[config.mk]
export PLATFORM = sky130hd
export DESIGN_NAME = pwm_multi_channel
export DESIGN_NICKNAME = d
export VERILOG_FILES = /design/src/rtl/pwm_multi_channel.sv
export SDC_FILE = /design/constraint.sdc
export NUM_CORES = 1
export LEC_CHECK = 0
export BUFFER_PORTS_ARGS = -buffer_cell sky130_fd_sc_hd__buf_2
export CORE_MARGIN = 2
export CORE_UTILIZATION = 29
export DETAILED_ROUTE_END_ITERATION = 12
export GPL_TIMING_DRIVEN = 0
export HOLD_SLACK_MARGIN = 0.1
export PLACE_DENSITY_LB_ADDON = 0.08
export SYNTH_ARGS = -nofsm -noshare
export SYNTH_HDL_FRONTEND = slang
export SYNTH_SLANG_ARGS = --single-unit
[constraint.sdc]
create_clock -name clk -period 5.19 [get_ports clk]
set_input_delay 0.2595 -clock clk [delete_from_list [all_inputs] [get_ports clk]]
set_output_delay 0.2595 -clock clk [all_outputs]
set_load 0.02 [all_outputs]
[src/rtl/pwm_multi_channel.sv]
// rtl/pwm_multi_channel.sv - multi-channel PWM generator, shared edge/center-aligned counter
// Period, mode and duty writes land in shadow registers and go active at the period boundary.
module pwm_multi_channel #(
  parameter int CLK_FREQ       = 50_000_000,
  parameter int CNT_W          = 32,
  parameter int NUM_CH         = 4,
  parameter int DEFAULT_PERIOD = CLK_FREQ / 50,
  localparam int CH_W          = (NUM_CH > 1) ? $clog2(NUM_CH) : 1
) (
  input  logic              clk,
  input  logic              rst_n_a,
  input  logic              enable,
  input  logic              period_wr,
  input  logic [CNT_W-1:0]  period_in,
  input  logic              mode_in,
  input  logic              duty_wr,
  input  logic [CH_W-1:0]   duty_ch,
  input  logic [CNT_W-1:0]  duty_in,
  output logic [CNT_W-1:0]  counter_out,
  output logic [NUM_CH-1:0] pwm_out,
  output logic              period_start
);

  localparam logic [CNT_W-1:0] ONE   = CNT_W'(1);
  localparam logic [CNT_W-1:0] TWO   = CNT_W'(2);
  localparam logic [CNT_W-1:0] DEF_P = CNT_W'(DEFAULT_PERIOD);

  logic [CNT_W-1:0]  r_cnt;
  logic              r_dir;
  logic              r_en_d;
  logic              r_pstart;
  logic [NUM_CH-1:0] r_pwm;
  logic [CNT_W-1:0]  r_period_sh;
  logic [CNT_W-1:0]  r_period_act;
  logic              r_mode_sh;
  logic              r_mode_act;
  logic [CNT_W-1:0]  r_duty_sh  [NUM_CH];
  logic [CNT_W-1:0]  r_duty_act [NUM_CH];

  logic [CNT_W-1:0]  w_period_nxt;
  logic              w_mode_nxt;
  logic [CNT_W-1:0]  w_duty_nxt [NUM_CH];
  logic              w_at_top;
  logic              w_boundary;

  // Shadow values including a same-cycle write, so a boundary write is taken through
  always_comb begin
    w_period_nxt = period_wr ? period_in : r_period_sh;
    w_mode_nxt   = period_wr ? mode_in : r_mode_sh;
    for (int i = 0; i < NUM_CH; i++) begin
      w_duty_nxt[i] = (duty_wr && duty_ch == CH_W'(i)) ? duty_in : r_duty_sh[i];
    end
  end

  // First enabled cycle after idle restarts the frame like a boundary
  always_comb begin
    w_at_top   = r_cnt >= r_period_act - ONE;
    w_boundary = 1'b0;
    if (!r_en_d || r_period_act <= ONE) begin
      w_boundary = 1'b1;
    end else if (!r_mode_act) begin
      w_boundary = w_at_top;
    end else begin
      w_boundary = (r_dir && r_cnt <= ONE) || (r_period_act <= TWO && w_at_top);
    end
  end

  always_ff @(posedge clk or negedge rst_n_a) begin
    if (!rst_n_a) begin
      r_cnt        <= '0;
      r_dir        <= 1'b0;
      r_en_d       <= 1'b0;
      r_pstart     <= 1'b0;
      r_pwm        <= '0;
      r_period_sh  <= DEF_P;
      r_period_act <= DEF_P;
      r_mode_sh    <= 1'b0;
      r_mode_act   <= 1'b0;
      for (int i = 0; i < NUM_CH; i++) begin
        r_duty_sh[i]  <= '0;
        r_duty_act[i] <= '0;
      end
    end else begin
      r_period_sh <= w_period_nxt;
      r_mode_sh   <= w_mode_nxt;
      r_duty_sh   <= w_duty_nxt;
      r_en_d      <= enable;
      if (!enable) begin
        r_cnt        <= '0;
        r_dir        <= 1'b0;
        r_pstart     <= 1'b0;
        r_pwm        <= '0;
        r_period_act <= w_period_nxt;
        r_mode_act   <= w_mode_nxt;
        r_duty_act   <= w_duty_nxt;
      end else begin
        for (int i = 0; i < NUM_CH; i++) begin
          r_pwm[i] <= r_en_d && (r_cnt < r_duty_act[i]);
        end
        r_pstart <= w_boundary;
        if (w_boundary) begin
          r_cnt        <= '0;
          r_dir        <= 1'b0;
          r_period_act <= w_period_nxt;
          r_mode_act   <= w_mode_nxt;
          r_duty_act   <= w_duty_nxt;
        end else if (!r_mode_act) begin
          r_cnt <= r_cnt + ONE;
        end else if (!r_dir && w_at_top) begin
          r_dir <= 1'b1;
          r_cnt <= r_cnt - ONE;
        end else if (r_dir) begin
          r_cnt <= r_cnt - ONE;
        end else begin
          r_cnt <= r_cnt + ONE;
        end
      end
    end
  end

  assign counter_out  = r_cnt;
  assign pwm_out      = r_pwm;
  assign period_start = r_pstart;

endmodule

Yosys cells after proc, flatten, opt, wreduce, memory -nomap -nowiden

Index checks and enable logic that the tools add are counted.

Register bits: 361
Output and inout bits: 37
Input port bits: 72

Mux-type cells: 25
$lt $le $gt $ge: 8
Reduce and logical (&&, ||, !) cells: 17
Equality and inequality tests: 6
Add/subtract/negate cells: 3

Operators with widths:

| kind                  | number |
|---|---|
| $mux 32               | 12 |
| $mux 128              | 2 |
| $lt 32x32->1          | 4 |
| $le 32x1->1 const B   | 2 |
| $sub 32x1->32 const B | 2 |
| $add 32x1->32 const B | 1 |
| $ge 32x32->1          | 1 |
| $le 32x2->1 const B   | 1 |
| $logic_and 1x1->1     | 11 |
| $mux 1                | 10 |
| $ne 3x1->1 const B    | 2 |
| $eq 2x2->1 const B    | 2 |
| $mux 4                | 1 |
| $eq 2x1->1 const B    | 1 |
| $logic_not 1->1       | 2 |
| $logic_not 2->1       | 1 |
| $logic_or 1x1->1      | 2 |
| $ne 2x1->1 const B    | 1 |
| $reduce_and 2->1      | 1 |

Depth between registers and ports, before layout

Word-level depth: 8
Depth in mapped cells: 19

Worst setup path after synthesis

Ideal clock, no wire load.

Kind: reg2reg
From: register r_period_act[5]
To: register r_cnt[5], in the netlist counter_out[5]
Path slack: 0.804 ns
Path buffers: 2
Library setup time: 0.079 ns
Period minus slack after synthesis: 4.386 ns
Cell stages (with the launch flop): 19
Arrival: 4.307 ns
Cell sequence: dfrtp_1 > or4_1 > nor3_1 > nand3_1 > nor2_1 > nand2_1 > nor4_1 > xnor2_1 > ha_1 > nand4_1 > nor4_1 > a221oi_1 > nor3b_1 > o211a_1 > clkbuf_1 > buf_2 > nor2_1 > o21ai_0 > mux2i_1

Cells in the longest elaborated chain, start to end: 8
Elaborated cells between the ends (all ways): 14
Those cells by class: add/sub: 1; order compare: 3; mux: 6; reduce/logical: 4

RTL lines:

| element                | line | text |
|---|---|---|
| start, declared        | 34   | `logic [CNT_W-1:0] r_period_act;` |
| start signal, assigned | 93   | `r_period_act <= w_period_nxt;` |
| start signal, assigned | 104  | `r_period_act <= w_period_nxt;` |
| $sub 32x1->32          | 57   | `w_at_top = r_cnt >= r_period_act - ONE;` |
| $ge 32x32->1           | 57   |  |
| $logic_and 1x1->1      | 64   | `w_boundary = (r_dir && r_cnt <= ONE) \|\| (r_period_act <= TWO && w_at_top);` |
| $logic_or 1x1->1       | 64   |  |
| $mux 1                 | 61   | `end else if (!r_mode_act) begin` |
| $mux 1                 | 59   | `if (!r_en_d \|\| r_period_act <= ONE) begin` |
| $mux 32 *              | 101  | `if (w_boundary) begin` |
| $mux 32 *              | 88   | `if (!enable) begin` |
| end signal, assigned   | 108  | `r_cnt <= r_cnt + ONE;` |
| end signal, assigned   | 111  | `r_cnt <= r_cnt - ONE;` |
| end signal, assigned   | 113  | `r_cnt <= r_cnt - ONE;` |
| end, declared          | 28   | `logic [CNT_W-1:0] r_cnt;` |

Mark *: on every way between the ends. The rest lies on a longest branch, timed or not.
A chain may end at the register's enable or synchronous reset.

Worst setup path in the final report

From: register r_period_act[5]
To: register r_cnt[19], in the netlist counter_out[19]

The elaborated chain is that of the path after synthesis.

==> flow_metrics.py <==
metrics = {
    "global_route": {
        "first_global_vias": 14600,
        "grt_pass1_wl_um": 89700,
        "grt.total_usage_pct": 17.5,
        "grt_max_degree": 113,
        "grt-ovfl-total": 0,
        "antenna_found_initial": 1,
    },
    "yosys": {
        "yosys_warnings": 0,
        "syn_inst": 1824,
        "syn_area_per_cell_sq_um": 10.4,
        "synth.distinct_cells": 59,
        "syn_area_sq_um": 19000,
        "synthArstFlopShare_pct": 100,
        "ys.flop_type": "dfrtp_1",
        "synth_edf_count": 0,
        "synth_seq_area_share_pct": 47.7,
        "synth_nets": 2058,
        "yosys_register_bits": 361,
    },
    "timing": {
        "finalSetupViolCount": 0,
        "finClkSkew_ns": 0.0256,
        "maxSlewViolCount": 0,
        "holdWs_ns": 0.222,
        "fin_crit_ns": 4.86,
        "hold_viol": 0,
        "worstMarginPinSlew_ns": 1.16,
        "fmax_mhz": 206,
        "rsz0062_at_grt": "yes",
        "finalCritPeriodShare_pct": 93.7,
        "tns_ns": 0,
        "relSlewSlack_pct": 21.6,
    },
    "clock_tree": {
        "clkTransAtPathRegs_ns": 0.06,
        "cts_sinks": 361,
        "cts_made_buffers": 46,
        "clkLatencyLatePin_ns": 0.59,
        "htreeDepth": 2,
        "clock_path_buffers": 3,
        "root_buffer": "clkbuf_16",
        "cts_tree": "done",
    },
    "routing": {
        "drt_first_pass_iters": 5,
        "dr_total_vias": 14000,
        "route.detailed.drc": 0,
        "drt-total-wl_um": 58000,
        "drt_iter0_drc": 705,
        "ant_nets": 0,
        "via_per_inst": 4.76,
        "wl_per_cell_um": 19.7,
    },
    "critical_path": {
        "crit_fanout": 10,
        "arrival_ns": 5.38,
        "worst-setup-path-type": "reg2reg",
        "worstSetupEndpointType": "flip-flop",
        "startpoint_type": "flip-flop",
        "critPathRequiredTime_ns": 5.71,
    },
    "pwr": {
        "clkPwrFrac_pct": 40.5,
        "power.switching_mw": 2.19,
        "vdd_drop_max_mv": 0.229,
        "p_int_mw": 5.72,
        "powerDensity_nw_per_um2": 344,
        "combPwrFrac_pct": 16.5,
        "p_sw_share_pct": 27.7,
        "p_seq_share_pct": 43.0,
        "cellLeakagePower_nw": 10.9,
        "power.total_mw": 7.91,
    },
    "die": {
        "io-pin-count": 109,
        "start_util_pct": 29.4,
        "fp.coreArea_sq_um": 64600,
        "num_rows": 93,
        "dieArea_sq_um": 67500,
        "die_h_um": 260,
        "die_w_um": 260,
    },
    "layout": {
        "fillers": 6590,
        "stdcell_area_sq_um": 23000,
        "nets": 2288,
        "drive_above_1_share_pct": 22.0,
        "area_growth_pct": 21.2,
    },
    "worst_hold_path": {
        "hp-class": "in2reg",
    },
    "placement": {
        "port_buffers": 107,
        "postPlaceCellArea_sq_um": 20700,
        "gp_congestion": 0.854,
        "hpwl_um": 41700,
    },
    "run": {
        "drv_cap": 0,
    },
    "run_status": {
        "status": "finished clean",
    },
}
-- metrics by stage --
step | cells | setup slack (ns) | utilization, %
after floorplan | 1824 | 0.804 | -
after global placement | 2786 | -3.75 | 31.9
after global routing | 2940 | -0.0259 | 35.6
after CTS | 2937 | 0.0341 | 35.5
final | 2941 | 0.327 | 35.6
after detailed placement | 2789 | -0.880 | 32.0
-- power by group through the flow --
| stage | clock network (mW) | registers, mW | logic (mW) |
|---|---|---|---|
| floorplan | 0 | 3.41 | 0.883 |
| global placement | 0 | 3.45 | 1.25 |
| detailed placement | 0 | 3.45 | 1.28 |
| CTS | 3.32 | 3.41 | 1.33 |
| global route | 3.42 | 3.45 | 1.50 |
| finish | 3.20 | 3.40 | 1.31 |
-- final cells by class --
cell class / count / area (sq um) / share of cell area, %
clock buffers: 64 / 1350 / 5.87
inverters: 143 / 537 / 2.33
flip-flops and latches: 361 / 9050 / 39.4
repair buffers: 182 / 1350 / 5.87
plain buffers: 69 / 510 / 2.22
clock inverters: 15 / 153 / 0.664
well taps: 855 / 1070 / 4.65
multi-input cells: 1251 / 8970 / 39.0
diodes: 1 / 2.50 / 0.0109
-- synth_stat cells, drive strengths merged (42+ instances only) --
library cell	count	share of area, %
nor3	47	1.2
ha	162	11
mux2	161	9.6
inv	143	2.8
nand2	58	1.1
nor2	282	5.6
a21oi	189	5.6
nand3	43	1.1
o21ai	42	1.1
a21o	42	1.7
dfrtp	347	46
buf	42	2.1
-- state kept, by name, indices dropped and copies added (netlist names) --
register,count
r_duty_act,128
r_duty_sh,128
counter_out,32
r_period_act,32
r_period_sh,32
pwm_out,4
period_start,1
r_dir,1
r_en_d,1
r_mode_act,1
r_mode_sh,1
-- final timing paths --
check / startpoint / end / slack, ns / cells past startpoint
min in group asynchronous: rst_n_a / r_period_sh[5] / 0.23 / 2
hold / removal: duty_ch[1] / r_duty_sh[97] / 0.22 / 3
setup / recovery: r_period_act[5] / counter_out[19] / 0.33 / 18
max in group asynchronous: rst_n_a / r_duty_sh[84] / 3.53 / 4
hold reg to reg: r_duty_sh[45] / r_duty_sh[45] / 0.49 / 1
setup reg to reg: r_period_act[5] / counter_out[19] / 0.33 / 18
-- kinds of logic (layout without fill, tap and decap cells) --
kind of cell               Yosys count  after routing  synth area share, %
AOI/OAI and AO/OA                  338            338                 11.3
xor gates and xnor gates            31             31                 1.43
adders and majority gates          162            162                 10.7
buffers and inverters              212            473                 5.47
DFF                                361            361                 47.7
muxes                              164            164                 9.72
other                                0              1                    0
and+or+nand+nor                    556            556                 13.7
-- timing repair --
item | 4_1_cts | 5_1_grt
pin swaps | 1 | 1
endpoints found under the hold margin | 280 | 0
hold buffers | 67 | 0
setup endpoints to repair | 194 | 187
setup buffers | 2 | 3
cloned | 0 | 0
resized for setup | 12 | 18
-- per-layer routing --
layer | vias to the layer above | part of all wire (%) | track usage, %
li1 | 6822 | - | -
met1 | 6835 | 47 | 23.9
met2 | 254 | 47 | 28.9
met3 | 87 | 3.7 | 2.51
met4 | 0 | 2.6 | 4.98
met5 | - | 0 | 0
-- worst max-delay path, cell delays in order, from the launching register on --
cell and delay (ns):
dfrtp_1 0.42, or4_1 0.60, nor3_4 0.25, nand3_1 0.22, nor2_1 0.21, nand2_1 0.14, nor4_1 0.34, xnor2_1 0.17
ha_1 0.26, nand4_1 0.18, nor4_4 0.09, a221oi_1 0.26, nor3b_4 0.31, o211a_4 0.25, clkbuf_4 0.23, buf_2 0.28
nor2_2 0.12, o21ai_1 0.26, mux2i_1 0.21
-- layout by cell type, fill, tap and decap left out, types with 8 or more instances in the layout --
cell / count
nor3b_1: 10
xnor2_1: 17
a21oi_2: 30
nor3_1: 46
nor4_1: 14
a21oi_1: 158
nand4_1: 30
nand3_1: 43
mux2_2: 161
dfstp_2: 14
clkbuf_8: 11
o211ai_1: 8
and3_1: 10
a21o_1: 42
dlygate4sd3_1: 67
buf_6: 29
ha_1: 162
buf_4: 9
buf_2: 111
nand2_1: 58
clkbuf_16: 47
or3_1: 10
nor2_1: 278
clkbuf_1: 27
dfrtp_1: 347
clkinv_2: 8
nor2b_1: 8
xor2_1: 14
a211oi_1: 12
o21ai_0: 38
inv_1: 143
nand2b_1: 10
Power figures use the tool's default switching activity.
